--- src/rtl/load_store_unit_pkg.sv ---
// Shared encodings for the load/store unit: access sizes, FSM states, lane width
// and the alignment rule used at request acceptance.
package load_store_unit_pkg;

  typedef enum logic [1:0] {
    SZ_B = 2'b00,
    SZ_H = 2'b01,
    SZ_W = 2'b10,
    SZ_D = 2'b11
  } size_e;

  typedef enum logic [2:0] {
    S_IDLE = 3'd0,
    S_RD   = 3'd1,
    S_CAP  = 3'd2,
    S_WR   = 3'd3,
    S_RESP = 3'd4
  } state_e;

  localparam int LANE_W = 8;

  function automatic logic misaligned(input logic [1:0] size, input logic [1:0] off);
    logic bad;
    bad = 1'b0;
    case (size)
      SZ_H:       bad = off[0];
      SZ_W, SZ_D: bad = (off != 2'b00);
      default:    bad = 1'b0;
    endcase
    return bad;
  endfunction

endpackage

--- src/rtl/lsu_lane.sv ---
// Combinational lane logic: extracts and extends load data from a memory entry,
// and merges right-aligned store data into the selected lanes of an entry.
module lsu_lane
  import load_store_unit_pkg::*;
#(
  parameter int DATA_W = 64
) (
  input  logic [1:0]        size_i,
  input  logic              signed_i,
  input  logic [1:0]        offset_i,
  input  logic [DATA_W-1:0] rdata_i,
  input  logic [DATA_W-1:0] wdata_i,
  output logic [DATA_W-1:0] load_o,
  output logic [DATA_W-1:0] merge_o
);

  logic [4:0]        shamt;
  logic [31:0]       field;
  logic [DATA_W-1:0] mask;

  always_comb begin
    shamt  = 5'(offset_i * LANE_W);
    field  = 32'(rdata_i >> shamt);
    load_o = rdata_i;
    mask   = '1;
    case (size_i)
      SZ_B: begin
        load_o = {{(DATA_W-8){signed_i & field[7]}}, field[7:0]};
        mask   = DATA_W'(8'hFF);
      end
      SZ_H: begin
        load_o = {{(DATA_W-16){signed_i & field[15]}}, field[15:0]};
        mask   = DATA_W'(16'hFFFF);
      end
      SZ_W: begin
        load_o = {{(DATA_W-32){signed_i & field[31]}}, field[31:0]};
        mask   = DATA_W'(32'hFFFF_FFFF);
      end
      default: ;
    endcase
    // Doubles are always aligned, so shamt is zero and the merge degenerates to wdata.
    merge_o = (rdata_i & ~(mask << shamt)) | ((wdata_i & mask) << shamt);
  end

endmodule

--- src/rtl/load_store_unit.sv ---
// Load/store unit: accepts one memory operation at a time, performs loads and
// read-modify-write sub-double stores against a single-entry-wide data memory.
module load_store_unit
  import load_store_unit_pkg::*;
#(
  parameter int ADDR_W = 64,
  parameter int DATA_W = 64
) (
  input  logic              clk,
  input  logic              rst_n,
  input  logic              req_valid,
  output logic              req_ready,
  input  logic              req_is_store,
  input  logic [1:0]        req_size,
  input  logic              req_signed,
  input  logic [ADDR_W-1:0] req_addr,
  input  logic [DATA_W-1:0] req_wdata,
  output logic              resp_valid,
  input  logic              resp_ready,
  output logic [DATA_W-1:0] resp_rdata,
  output logic              resp_err,
  output logic              MemRead,
  output logic              MemWrite,
  output logic [ADDR_W-1:0] address,
  output logic [DATA_W-1:0] Write_d,
  input  logic [DATA_W-1:0] Read_d
);

  state_e            state_q;
  logic [ADDR_W-1:0] addr_q;
  logic [1:0]        size_q;
  logic              sgn_q;
  logic              store_q;
  logic [DATA_W-1:0] wdata_q;
  logic [DATA_W-1:0] rdata_q;
  logic              err_q;
  logic              resp_valid_q;
  logic              mem_rd_q;
  logic              mem_wr_q;
  logic [DATA_W-1:0] wr_data_q;
  logic [DATA_W-1:0] lane_load;
  logic [DATA_W-1:0] lane_merge;

  lsu_lane #(.DATA_W(DATA_W)) u_lane (
    .size_i  (size_q),
    .signed_i(sgn_q),
    .offset_i(addr_q[1:0]),
    .rdata_i (Read_d),
    .wdata_i (wdata_q),
    .load_o  (lane_load),
    .merge_o (lane_merge)
  );

  // Gated with rst_n so the unit never advertises readiness while held in reset.
  assign req_ready  = rst_n && (state_q == S_IDLE);
  assign resp_valid = resp_valid_q;
  assign resp_rdata = rdata_q;
  assign resp_err   = err_q;
  assign MemRead    = mem_rd_q;
  assign MemWrite   = mem_wr_q;
  assign address    = addr_q;
  assign Write_d    = wr_data_q;

  always_ff @(posedge clk or negedge rst_n) begin
    if (!rst_n) begin
      state_q      <= S_IDLE;
      addr_q       <= '0;
      size_q       <= '0;
      sgn_q        <= 1'b0;
      store_q      <= 1'b0;
      wdata_q      <= '0;
      rdata_q      <= '0;
      err_q        <= 1'b0;
      resp_valid_q <= 1'b0;
      mem_rd_q     <= 1'b0;
      mem_wr_q     <= 1'b0;
      wr_data_q    <= '0;
    end else begin
      mem_rd_q <= 1'b0;
      mem_wr_q <= 1'b0;
      case (state_q)
        S_IDLE: begin
          if (req_valid) begin
            addr_q  <= req_addr;
            size_q  <= req_size;
            sgn_q   <= req_signed;
            store_q <= req_is_store;
            wdata_q <= req_wdata;
            rdata_q <= '0;
            err_q   <= 1'b0;
            if (misaligned(req_size, req_addr[1:0])) begin
              err_q        <= 1'b1;
              resp_valid_q <= 1'b1;
              state_q      <= S_RESP;
            end else if (req_is_store && (req_size == SZ_D)) begin
              wr_data_q <= req_wdata;
              mem_wr_q  <= 1'b1;
              state_q   <= S_WR;
            end else begin
              mem_rd_q <= 1'b1;
              state_q  <= S_RD;
            end
          end
        end
        S_RD: state_q <= S_CAP;
        S_CAP: begin
          // Read_d carries the entry this cycle only; capture it now.
          if (store_q) begin
            wr_data_q <= lane_merge;
            mem_wr_q  <= 1'b1;
            state_q   <= S_WR;
          end else begin
            rdata_q      <= lane_load;
            resp_valid_q <= 1'b1;
            state_q      <= S_RESP;
          end
        end
        S_WR: begin
          resp_valid_q <= 1'b1;
          state_q      <= S_RESP;
        end
        S_RESP: begin
          if (resp_ready) begin
            resp_valid_q <= 1'b0;
            state_q      <= S_IDLE;
          end
        end
        default: state_q <= S_IDLE;
      endcase
    end
  end

endmodule

--- config.mk ---
export PLATFORM = sky130hd
export DESIGN_NAME = load_store_unit
export DESIGN_NICKNAME = d
export VERILOG_FILES = /design/src/rtl/load_store_unit_pkg.sv /design/src/rtl/lsu_lane.sv /design/src/rtl/load_store_unit.sv
export SDC_FILE = /design/constraint.sdc
export NUM_CORES = 1
export LEC_CHECK = 0
export CAP_MARGIN = 20
export CORE_MARGIN = 1.5
export CORE_UTILIZATION = 40
export CTS_CLUSTER_DIAMETER = 100
export DETAILED_ROUTE_END_ITERATION = 7
export HOLD_SLACK_MARGIN = 0.02
export MAX_ROUTING_LAYER = met4
export PLACE_DENSITY = 0.74
export SYNTH_ARGS = -nofsm -noshare
export SYNTH_HDL_FRONTEND = slang
export SYNTH_SLANG_ARGS = --single-unit
--- constraint.sdc ---
create_clock -name clk -period 2 [get_ports clk]
set_input_delay 0.6 -clock clk [delete_from_list [all_inputs] [get_ports clk]]
set_output_delay 0.6 -clock clk [all_outputs]
set_load 0.02 [all_outputs]
# Yosys cells after proc, flatten, opt, wreduce, memory -nomap -nowiden
# Index checks and enable logic that the tools add are counted.
totals:
  regBits: 267
  latch_bits: 0
  ramBits: 0
  rom_bits: 0
  input_bits: 200
  output_inout_bits: 197
  word_cells: 85
  n_memories: 0
op_classes:
  n_addsub: 0
  n_mul: 0
  div: 0
  magnitude_cmp: 0
  n_eq_ne: 16
  shift: 3
  muxes: 34
  bitwise: 7
  reduce_logical: 13
ops:
  columns: ["op", "n"]
  rows:
  - ["64-bit 2-to-1 mux", 6]
  - ["64-bit case mux with 3 select lines", 2]
  - ["64-bit case mux with 2 select lines", 2]
  - ["64-bit AND", 2]
  - ["64-bit by 5-bit << shifter with 64-bit output", 2]
  - ["64-bit inverter", 1]
  - ["64-bit bitwise OR", 1]
  - ["64-bit by 5-bit right shift with 32-bit output", 1]
  - ["1-bit 2-to-1 mux", 15]
  - ["3-bit case mux with 5 select lines", 1]
  - ["3-bit 2-to-1 mux", 4]
  - ["2-bit != test (second input constant)", 5]
  - ["5-bit AND reduction", 2]
  - ["2-bit equality test (second input constant)", 3]
  - ["3-bit by 2-bit equality test with 1-bit output (second input constant)", 2]
  - ["2-bit by 1-bit equality test with 1-bit output (second input constant)", 2]
  - ["2-bit by 1-bit != test with 1-bit output (second input constant)", 2]
  - ["1-bit case mux with 2 select lines", 2]
  - ["1-bit case mux with 4 select lines", 1]
  - ["2-bit AND reduction", 2]
  - ["2-bit nonzero test", 2]
  - ["4-bit nonzero test", 1]
  - ["1-bit AND", 3]
  - ["3-bit by 1-bit equality test with 1-bit output (second input constant)", 1]
  - ["other kinds (7)", 8]

# Logic depth before layout (Yosys ltp)
# Gate-level depths: netlist of the first run.
logic_depth:
  ltp_word: 8
  ltp_mapped: 10
  ltp_nobuf: 6

# By module
# Synthesis of the first run repeated with hierarchy kept, for this count alone.
unflattened:
  cells_unflattened: 1289
  hier_area_um2: 14109.8
modules_own_cells:
  columns: ["module", "n_inst", "cells_per_inst", "area_per_inst_um2", "seq_area_each_um2"]
  rows:
  - ["load_store_unit", 1, 738, 10431.3, 6681.4]
  - ["lsu_lane", 1, 551, 3678.5, 0.0]

# Worst setup path before layout of the first run
# OpenSTA, ideal clock, no wires.
synth_path:
  path_kind: "input to register"
  from: "input Read_d[31]"
  to: "register rdata_q[21] (netlist: resp_rdata[21])"
  setup_time_ps: 122
  arrival_ps: 1999
  required_time_ps: 1878
  slack_ps: -121
  path_stages: 6
  path_buffers: 1
  path_cell_list: "mux4_2 > a222oi_1 > o21ai_2 > buf_6 > o221ai_1 > nand2_1"
synth_via:
  elab_chain_cells: 5
  word_cells_on_any_way: 6
  classes_between: "shift (1); mux (3); bitwise (2)"
synth_lines:
  columns: ["element", "line", "source"]
  rows:
  - ["start: declaration", "load_store_unit.sv:26", "input logic [DATA_W-1:0] Read_d"]
  - ["64-bit by 5-bit right shift with 32-bit output *", "lsu_lane.sv:23", "field = 32'(rdata_i >> shamt);"]
  - ["1-bit AND (on tied branches)", "lsu_lane.sv:32, lsu_lane.sv:28", null]
  - ["64-bit case mux with 3 select lines *", "lsu_lane.sv:26", "case (size_i)"]
  - ["64-bit 2-to-1 mux *", "load_store_unit.sv:108", "if (store_q) begin"]
  - ["64-bit case mux with 2 select lines *", "load_store_unit.sv:81", "case (state_q)"]
  - ["end signal: assignment", "load_store_unit.sv:113", "rdata_q <= lane_load;"]
  - ["end: declaration", "load_store_unit.sv:35", "logic [DATA_W-1:0] rdata_q;"]
# Every way passes the cells marked *; elsewhere a longest branch is shown, timed or not. The select of a mux whose other input is x is not followed.
# A chain may end at the register's enable or synchronous reset.

# Worst setup path in the final report of the first run
layout_path:
  from: "register state_q[1]"
  to: "output req_ready"
layout_via:
  elab_chain_cells: 2
layout_lines:
  columns: ["element", "line", "source"]
  rows:
  - ["start: declaration", "load_store_unit.sv:29", "state_e state_q;"]
  - ["start signal: assignment", "load_store_unit.sv:66", "state_q <= S_IDLE;"]
  - ["start signal: assignment", "load_store_unit.sv:94", "state_q <= S_RESP;"]
  - ["start signal: assignment", "load_store_unit.sv:98", "state_q <= S_WR;"]
  - ["3-bit zero test", "load_store_unit.sv:55", "assign req_ready = rst_n && (state_q == S_IDLE);"]
  - ["1-bit logical AND", "load_store_unit.sv:55", null]
  - ["end: declaration", "load_store_unit.sv:12", "output logic req_ready,"]
# No other way between the ends.

==> results of run 1 <==
what timing repair did:
action / 4_1_cts / 5_1_grt
pin swaps: 14 / 31
hold endpoints to repair: 0 / 0
resized for setup: 252 / 78
setup endpoints to repair: 276 / 104
gates cloned: 1 / 3
buffers inserted: 6 / 8
layer usage:
| metal | track usage | vias to the layer above |
|---|---|---|
| met1 | 0.3985 | 7078 |
| met2 | 0.5058 | 820 |
| met4 | 0.09280 | 0 |
| li1 | - | 6572 |
| met3 | 0.07525 | 123 |
| met5 | - | - |
path summary, 6_finish.rpt:
path	from	endpoint	slack, ns	cells past startpoint
max in group asynchronous	rst_n	address[1]	0.97	3
hold reg to reg	resp_rdata[20]	resp_rdata[20]	0.46	2
hold / removal	rst_n	resp_rdata[10]	0.23	3
setup / recovery	state_q[1]	req_ready	-0.09	3
setup reg to reg	address[0]	Write_d[61]	-0.09	10
min in group clk	resp_rdata[20]	resp_rdata[20]	0.46	2
logic make-up (layout without fill, tap and decap cells):
family          after synthesis  in the layout  synth area share
compound gates              416            417            0.1866
buf+inv                     142            660           0.04436
flops                       267            267            0.4864
mux                         103            103           0.08645
other cells                   0              5                 0
simple gates                684            684            0.1962
placed cells by master (no fill, tap or decap), drive strengths merged, types with 2 or more instances in the layout:
cell,synthesis,layout
a21oi,65,65
diode,0,5
nand3b,3,3
a211oi,10,10
clkinv,0,11
buf,46,198
mux2i,68,68
o22ai,24,24
nand2b,3,3
mux2,25,25
o211ai,8,8
nor3,11,11
o221ai,30,30
nor2b,3,3
clkbuf,84,42
dlygate4sd2,0,196
a22o,2,2
o21ai,185,186
a22oi,46,46
bufinv,0,3
mux4,10,10
and3,4,4
o21ba,2,2
clkdlybuf4s50,0,196
nand3,17,17
nand2,573,573
dfrtp,267,267
nor2,61,61
a2111oi,7,7
inv,12,12
clkinvlp,0,2
o21a,11,11
a221oi,16,16
and2,6,6
sequential cells by signal, indices dropped and copies added, names as in the netlist, 2 cells and up:
name,count
address,64
Write_d,64
wdata_q,64
size_q,2
state_q,3
resp_rdata,64
tightest hold or removal path: cells and delay by family:
family                 cells  cell delay [ns]
buffers and inverters      3             0.61
power by group:
part           internal (mW)  switching (mW)
clock network           3.35            2.36
registers               7.80            1.83
logic                   7.44            10.7
per-stage QoR:
step	utilization	setup TNS (ns)	hold WS, ns	instances
final	0.6152	-2.651	0.2317	2584
after detailed placement	0.5743	-62.85	0.4616	2506
after global placement	0.5743	-60.91	0.4571	2506
after CTS	0.6041	-2.308	0.2927	2568
after floorplan	-	-2.110	0.3044	1612
after global routing	0.6152	-7.632	0.2898	2584
area by class of cell:
cell class	count	area (µm²)
antenna	5	12.51
clock buffer	39	845.8
clock inverter	16	163.9
fill	2928	12970
inverter	12	45.04
multi-input combinational	1204	6833
sequential	267	6689
tap	448	560.5
timing repair buffer	593	5583
==> flow_summary.yaml, run 1 <==
critical_path:
  crit_chain: "nor3_2, and2_4, buf_6"
  crit_path_max_fanout: 4
  critPathMaxStageDelay_ns: 0.41
  critPathBufInv: 1
  end_kind: "output port"
  cp.arrival_ns: 1.49
  worstPathRequired_ns: 1.40
  critical_path_class: "flip-flop to output port"
  crit_slowest_cell: "dfrtp_1"
  crit_family: "flip-flops"
  cp-start-kind: "flip-flop"
synthesis:
  synth_top_area_frac: 0.4864
  synth.area.top_cells: "dfrtp_1 (49%), nand2_1 (16%), o21ai_0 (6.4%)"
  yosysMostFrequentCell: "nand2_1"
  avgSynthCellArea_um2: 8.521
  yosys_register_bits: 267
  synth_common_cells: "nand2_1 (572), dfrtp_1 (267), o21ai_0 (177)"
  synth_edf_count: 0
  async_flop_share: 1.000
  yosys.area.top_type: "dfrtp_1"
  yosysWarnings: 0
  syn-num-nets: 1812
  syn_inst: 1612
  synth.yosys.seq_area_share: 0.4864
  ys_types: 49
  synth-main-ff-cell: "dfrtp_1"
  syn_area_um2: 13740
cts:
  cts_tree: "done"
  worstSkewPairLatency_ns: 0.57
  cts_max_path_buffers: 3
  cts_htree_levels: 1
  clockRootBuffer: "clkbuf_16"
  cts.sinks: 267
  path_clk_slew_ns: 0.06
  numCtsBuffers: 30
  hold_buffers: 0
floorplan:
  die_w_um: 188.3
  io_pins: 397
  die_area_um2: 35460
  row_count: 67
  start_util: 0.4076
  die_h_um: 188.3
  coreArea_um2: 33700
placed_design:
  gp_congestion: 0.9472
  placed_area_um2: 19350
  dp_hpwl_mm: 40.71
  io_buffer_count: 396
  place_ws_ns: -0.7581
global_route:
  grt_pass1_vias: 14420
  track_usage: 0.3159
  grt_max_degree: 154
  grt.overflow.total: 0
  grt_pass1_wl_mm: 84.81
  grt_antenna_before_repair: 5
sta:
  slew_headroom: 0.4261
  setup_viol: 51
  rsz0062_at_grt: "true"
  slew_viol_final: 0
  setup_slack_ns: -0.09311
  tightest_slew_ns: 0.8608
  max_freq_ghz: 0.4778
  hold_viol: 0
  clock_skew_ns: 0.01441
  period_share: 1.047
  fin_crit_ns: 2.093
routing:
  routed.top_layer: "met4"
  drtAntennaViolNets: 0
  wl_per_cell_um: 21.60
  drt_pre_antenna_iters: 8
  wl_met1_mm: 21.97
  wl_met2_mm: 26.06
  drc_errors: 0
  drt-initial-drc-count: 1410
  wl_met3_mm: 6.103
  via_count: 14590
  viasPerCell: 5.647
  routed_wl_mm: 55.81
layout:
  num-nets-final: 2308
  final_area_um2: 20730
  area_delta_synth_final_pct: 50.94
  drive_above_1_share: 0.1727
power_and_ir_drop:
  powerDensity_nw_per_um2: 1615
  vdd_drop_max_v: 0.0009407
  total_leakage_power_nw: 10.13
  totalPowerFinal_mw: 33.47
outcome:
  status: "finished, violations left"
  violations: "negative setup slack"
job:
  maxCapViolCount: 0
worst_hold_path:
  holdCritPathClass: "primary input to async pin"
(Power assumes the default switching activity.)
==> run 2, diff against run 1 <==
- SETUP_SLACK_MARGIN: unset -> 0.05
- SLEW_MARGIN: unset -> 15
- TNS_END_PERCENT: unset -> 1
==> flow_summary.yaml, run 2 (same netlist as run 1, synthesis figures left out) <==
outcome:
  status: "finished, violations left"
  violations: "negative setup slack"
sta:
  slew_viol_final: 0
  setup_slack_ns: -0.1148
  slew_headroom: 0.4354
  fin_crit_ns: 2.115
  setup_viol: 49
  max_freq_ghz: 0.4729
  tightest_slew_ns: 0.8469
  rsz0062_at_grt: "true"
  period_share: 1.057
  clock_skew_ns: 0.01721
  timing.hold.ws_ns: 0.2293
  hold_viol: 0
cts:
  clockRootBuffer: "clkbuf_16"
  cts_tree: "done"
  path_clk_slew_ns: 0.06
  cts_max_path_buffers: 3
  cts.sinks: 267
  worstSkewPairLatency_ns: 0.57
  hold_buffers: 0
  numCtsBuffers: 30
  cts_htree_levels: 1
layout:
  n_fill_cell: 3003
  area_delta_synth_final_pct: 48.35
  multi_input_area_um2: 6731
  final-seq-area_um2: 6689
  final_common_cell: "nand2_1"
  final_cell_mix: "nand2_1 (569), dfrtp_1 (265), clkdlybuf4s50_1 (195)"
  drive_above_1_share: 0.1540
  num-nets-final: 2275
  final_area_um2: 20380
floorplan:
  start_util: 0.4076
  io_pins: 397
  die_h_um: 188.3
  die_w_um: 188.3
  die_area_um2: 35460
  coreArea_um2: 33700
  row_count: 67
routing:
  drtAntennaViolNets: 0
  via_count: 14230
  drt-initial-drc-count: 1299
  viasPerCell: 5.582
  routed_wl_mm: 54.15
  drt_pre_antenna_iters: 6
  wl_per_cell_um: 21.23
  drc_errors: 0
global_route:
  grt_pass1_wl_mm: 83.63
  grt_max_degree: 135
  track_usage: 0.3115
  grt_antenna_before_repair: 4
  grt_pass1_vias: 14250
  grt.overflow.total: 0
critical_path:
  worstPathRequired_ns: 1.40
  crit_path_max_fanout: 4
  end_kind: "output port"
  critical_path_class: "flip-flop to output port"
  cp.arrival_ns: 1.51
  cp-start-kind: "flip-flop"
power_and_ir_drop:
  vdd_drop_max_v: 0.0008607
  powerDensity_nw_per_um2: 1618
  totalPowerFinal_mw: 32.96
  total_leakage_power_nw: 9.899
placed_design:
  dp_hpwl_mm: 40.00
  gp_congestion: 0.9628
  io_buffer_count: 396
  placed_area_um2: 19200
job:
  maxCapViolCount: 0
worst_hold_path:
  holdCritPathClass: "primary input to async pin"
run 2: cell count changes in the layout (fill, tap and decap cells not counted), sizes merged:
| cell | delta |
|---|---|
| inv | +1 |
| dlygate4sd2 | -16 |
| diode | -1 |
| o21ai | -1 |
| bufinv | +1 |
| clkinv | -5 |
| clkdlybuf4s15 | +13 |
| buf | -29 |
| clkbuf | +4 |
| clkdlybuf4s50 | -1 |
run 2: worst max-delay path: stages (launching register included):
cell and delay, ns:
dfrtp_1 0.41, nor3_2 0.24, and2_1 0.18, buf_6 0.12
run 2: metrics by stage:
| stage | std cells | setup TNS, ns | utilization | setup WS [ns] |
|---|---|---|---|---|
| 6_report | 2550 | -2.680 | 0.6047 | -0.1148 |
| 5_1_grt | 2550 | -4.852 | 0.6047 | -0.1897 |
| 4_1_cts | 2545 | -1.839 | 0.5985 | -0.1651 |
| 3_5_place_dp | 2487 | -79.04 | 0.5697 | -0.7355 |
| 3_3_place_gp | 2487 | -71.63 | 0.5697 | -0.7001 |
| 2_1_floorplan | 1612 | -2.509 | - | -0.09260 |
run 2: report_power, final:
part	internal, mW	leakage [nW]	switching [mW]
Sequential	7.80	3.41	1.86
Clock	3.53	0.515	2.33
Combinational	7.09	5.97	10.3
Total	18.4	9.90	14.5
run 2: layout make-up:
class / instances / area share
repair buffers: 561 / 0.2595
diodes: 4 / 0.0004912
clock inverters: 13 / 0.009210
clock buffers: 42 / 0.04249
inverters: 12 / 0.002210
flip-flops and latches: 267 / 0.3283
multi-input cells: 1203 / 0.3303
well taps: 448 / 0.02751
run 2: what timing repair did:
item | in CTS | in global routing
setup buffers | 3 | 1
endpoints found under the setup margin | 291 | 139
resized for setup | 248 | 117
pin swaps | 1 | 26
run 2: worst paths after layout:
kind,to,slack (ns),depth (start not counted),start
worst max-delay path,req_ready,-0.11,3,state_q[2]
worst min-delay path,Write_d[6],0.23,3,rst_n
worst max register to register,resp_rdata[56],-0.09,5,address[1]
worst min register to register,resp_rdata[21],0.46,2,resp_rdata[21]
max in group asynchronous,Write_d[34],1.08,3,rst_n
min in group clk,resp_rdata[21],0.46,2,resp_rdata[21]
run 2: per-layer routing:
layer	track usage	wire, µm	vias up
met1	0.3995	21480	6875
li1	-	-	6495
met5	-	0	-
met2	0.4894	25210	752
met4	0.09799	1872	0
met3	0.07208	5584	112
==> run 3, diff against run 2 <==
- CORE_UTILIZATION: 40 -> 34
- PLACE_DENSITY: 0.74 -> 0.65
==> flow_summary.yaml, run 3 (same netlist as run 1, synthesis figures left out) <==
layout:
  final_common_cell: "nand2_1"
  drive_above_1_share: 0.1717
  layoutNonFillerInstCount: 2655
  area_delta_synth_final_pct: 52.04
  final_cell_mix: "nand2_1 (566), dfrtp_1 (265), clkdlybuf4s50_1 (198)"
  num-nets-final: 2296
global_route:
  grt.overflow.total: 0
  grt_max_degree: 141
  grt_pass1_wl_mm: 84.52
  track_usage: 0.2755
  grt_antenna_before_repair: 10
  grt_pass1_vias: 14000
critical_path:
  end_kind: "flip-flop"
  crit_chain: "buf_8, buf_12, mux4_2, a222oi_1, buf_4, buf_6, o21ai_4, o221ai_1, nand2_1"
  crit_family: "compound AO/OA/AOI/OAI gates"
  crit_path_max_fanout: 8
  crit_slowest_cell: "dfrtp_4"
  critPathBufInv: 4
  critPathMaxStageDelay_ns: 0.48
  cp-start-kind: "flip-flop"
  cp.arrival_ns: 2.59
  startpoint: "address[0]"
  rr_startpoint: "address[0]"
  critical_path_class: "flip-flop to flip-flop"
  worstPathRequired_ns: 2.42
cts:
  cts_htree_levels: 2
  clockRootBuffer: "clkbuf_16"
  worstSkewPairLatency_ns: 0.54
  cts.sinks: 267
  path_clk_slew_ns: 0.06
  numCtsBuffers: 34
  cts_max_path_buffers: 3
  cts_tree: "done"
floorplan:
  io_pins: 397
  start_util: 0.3449
  die_h_um: 204.0
  row_count: 73
  coreArea_um2: 39820
  die_w_um: 204.0
  die_area_um2: 41610
power_and_ir_drop:
  power_switching_share: 0.4386
  internal-power_mw: 18.96
  combPwrFrac: 0.528
  switchingPower_mw: 14.82
  powerDensity_nw_per_um2: 1618
  total_leakage_power_nw: 10.07
  p_clk_frac: 0.187
  power_frac_seq: 0.285
  vdd_drop_max_v: 0.0008167
routing:
  drc_errors: 0
  drt_pre_antenna_iters: 6
  wl_per_cell_um: 21.24
  routed_wl_mm: 56.38
  drt-initial-drc-count: 1120
  via_count: 14170
  drtAntennaViolNets: 0
  viasPerCell: 5.337
sta:
  setup_viol: 61
  hold_viol: 0
  slew_headroom: 0.4438
  rsz0062_at_grt: "true"
  tightest_slew_ns: 0.8342
  max_freq_ghz: 0.4619
  timing.hold.ws_ns: 0.04751
  setup_slack_ns: -0.1649
  clock_skew_ns: 0.01250
  period_share: 1.082
  slew_viol_final: 0
  fin_crit_ns: 2.165
outcome:
  violations: "negative setup slack"
  status: "finished, violations left"
worst_hold_path:
  holdCritPathClass: "primary input to async pin"
job:
  maxCapViolCount: 0
placed_design:
  gp_congestion: 0.9403
  dp_hpwl_mm: 41.94
  io_buffer_count: 396
  dp.cells: 2578
## run 3: final timing paths
path / end / slack (ns) / cells past startpoint
max: resp_rdata[27] / -0.16 / 9
min: resp_rdata[20] / 0.05 / 2
max reg2reg: resp_rdata[27] / -0.16 / 9
min reg2reg: resp_rdata[25] / 0.46 / 2
max in group asynchronous: address[55] / 0.87 / 3
min in group clk: resp_rdata[25] / 0.46 / 2
## run 3: cell type report
class | instances | area, µm²
antenna | 10 | 25.02
clock buffer | 49 | 1008
clock inverter | 11 | 138.9
fill | 3808 | 18940
inverter | 12 | 45.04
multi-input combinational | 1204 | 6872
sequential | 267 | 6689
tap | 525 | 656.9
timing repair buffer | 577 | 5449
## run 3: worst reg2reg max path: stages (launching register included)
cell and delay (ns):
dfrtp_4 0.48, buf_8 0.15, buf_12 0.14, mux4_2 0.31, a222oi_1 0.29, buf_4 0.18, buf_6 0.11, o21ai_4 0.11
o221ai_1 0.19, nand2_1 0.08
## run 3: power by group through the flow
| stage | Clock, mW | Combinational, mW | Sequential [mW] |
|---|---|---|---|
| 2_1_floorplan | 0 | 7.66 | 11.2 |
| 3_3_place_gp | 0 | 17.8 | 9.67 |
| 3_5_place_dp | 0 | 17.9 | 9.73 |
| 4_1_cts | 6.47 | 17.4 | 9.58 |
| 5_1_grt | 6.66 | 19.3 | 9.90 |
| 6_report | 6.32 | 17.8 | 9.62 |
## run 3: timing repair
action                                  CTS  global route
pin swaps                                27            19
resized for setup                       285            95
hold buffers                              0             0
endpoints found under the hold margin     0             0
cloned                                    2             0
buffers inserted                          5             1
endpoints found under the setup margin  294           132
## run 3: through the flow
| stage | power, mW | util | TNS, ns | setup WS, ns | cell area (µm²) |
|---|---|---|---|---|---|
| floorplan | 18.90 | - | -2.509 | -0.09260 | 13740 |
| global placement | 27.44 | 0.4878 | -60.27 | -0.7382 | 19430 |
| detailed placement | 27.62 | 0.4878 | -62.78 | -0.7569 | 19430 |
| CTS | 33.48 | 0.5191 | -6.173 | -0.1644 | 20670 |
| global route | 35.83 | 0.5244 | -10.40 | -0.2385 | 20880 |
| finish | 33.78 | 0.5244 | -6.214 | -0.1649 | 20880 |
## run 3: metal layers
| metal | share of wire | GRT usage | vias up | wire (µm) |
|---|---|---|---|---|
| li1 | - | - | 6557 | - |
| met1 | 0.42 | 0.3523 | 6812 | 23440 |
| met2 | 0.46 | 0.4209 | 696 | 25810 |
| met3 | 0.096 | 0.07414 | 104 | 5399 |
| met4 | 0.031 | 0.09506 | 0 | 1734 |
| met5 | 0 | - | - | 0 |
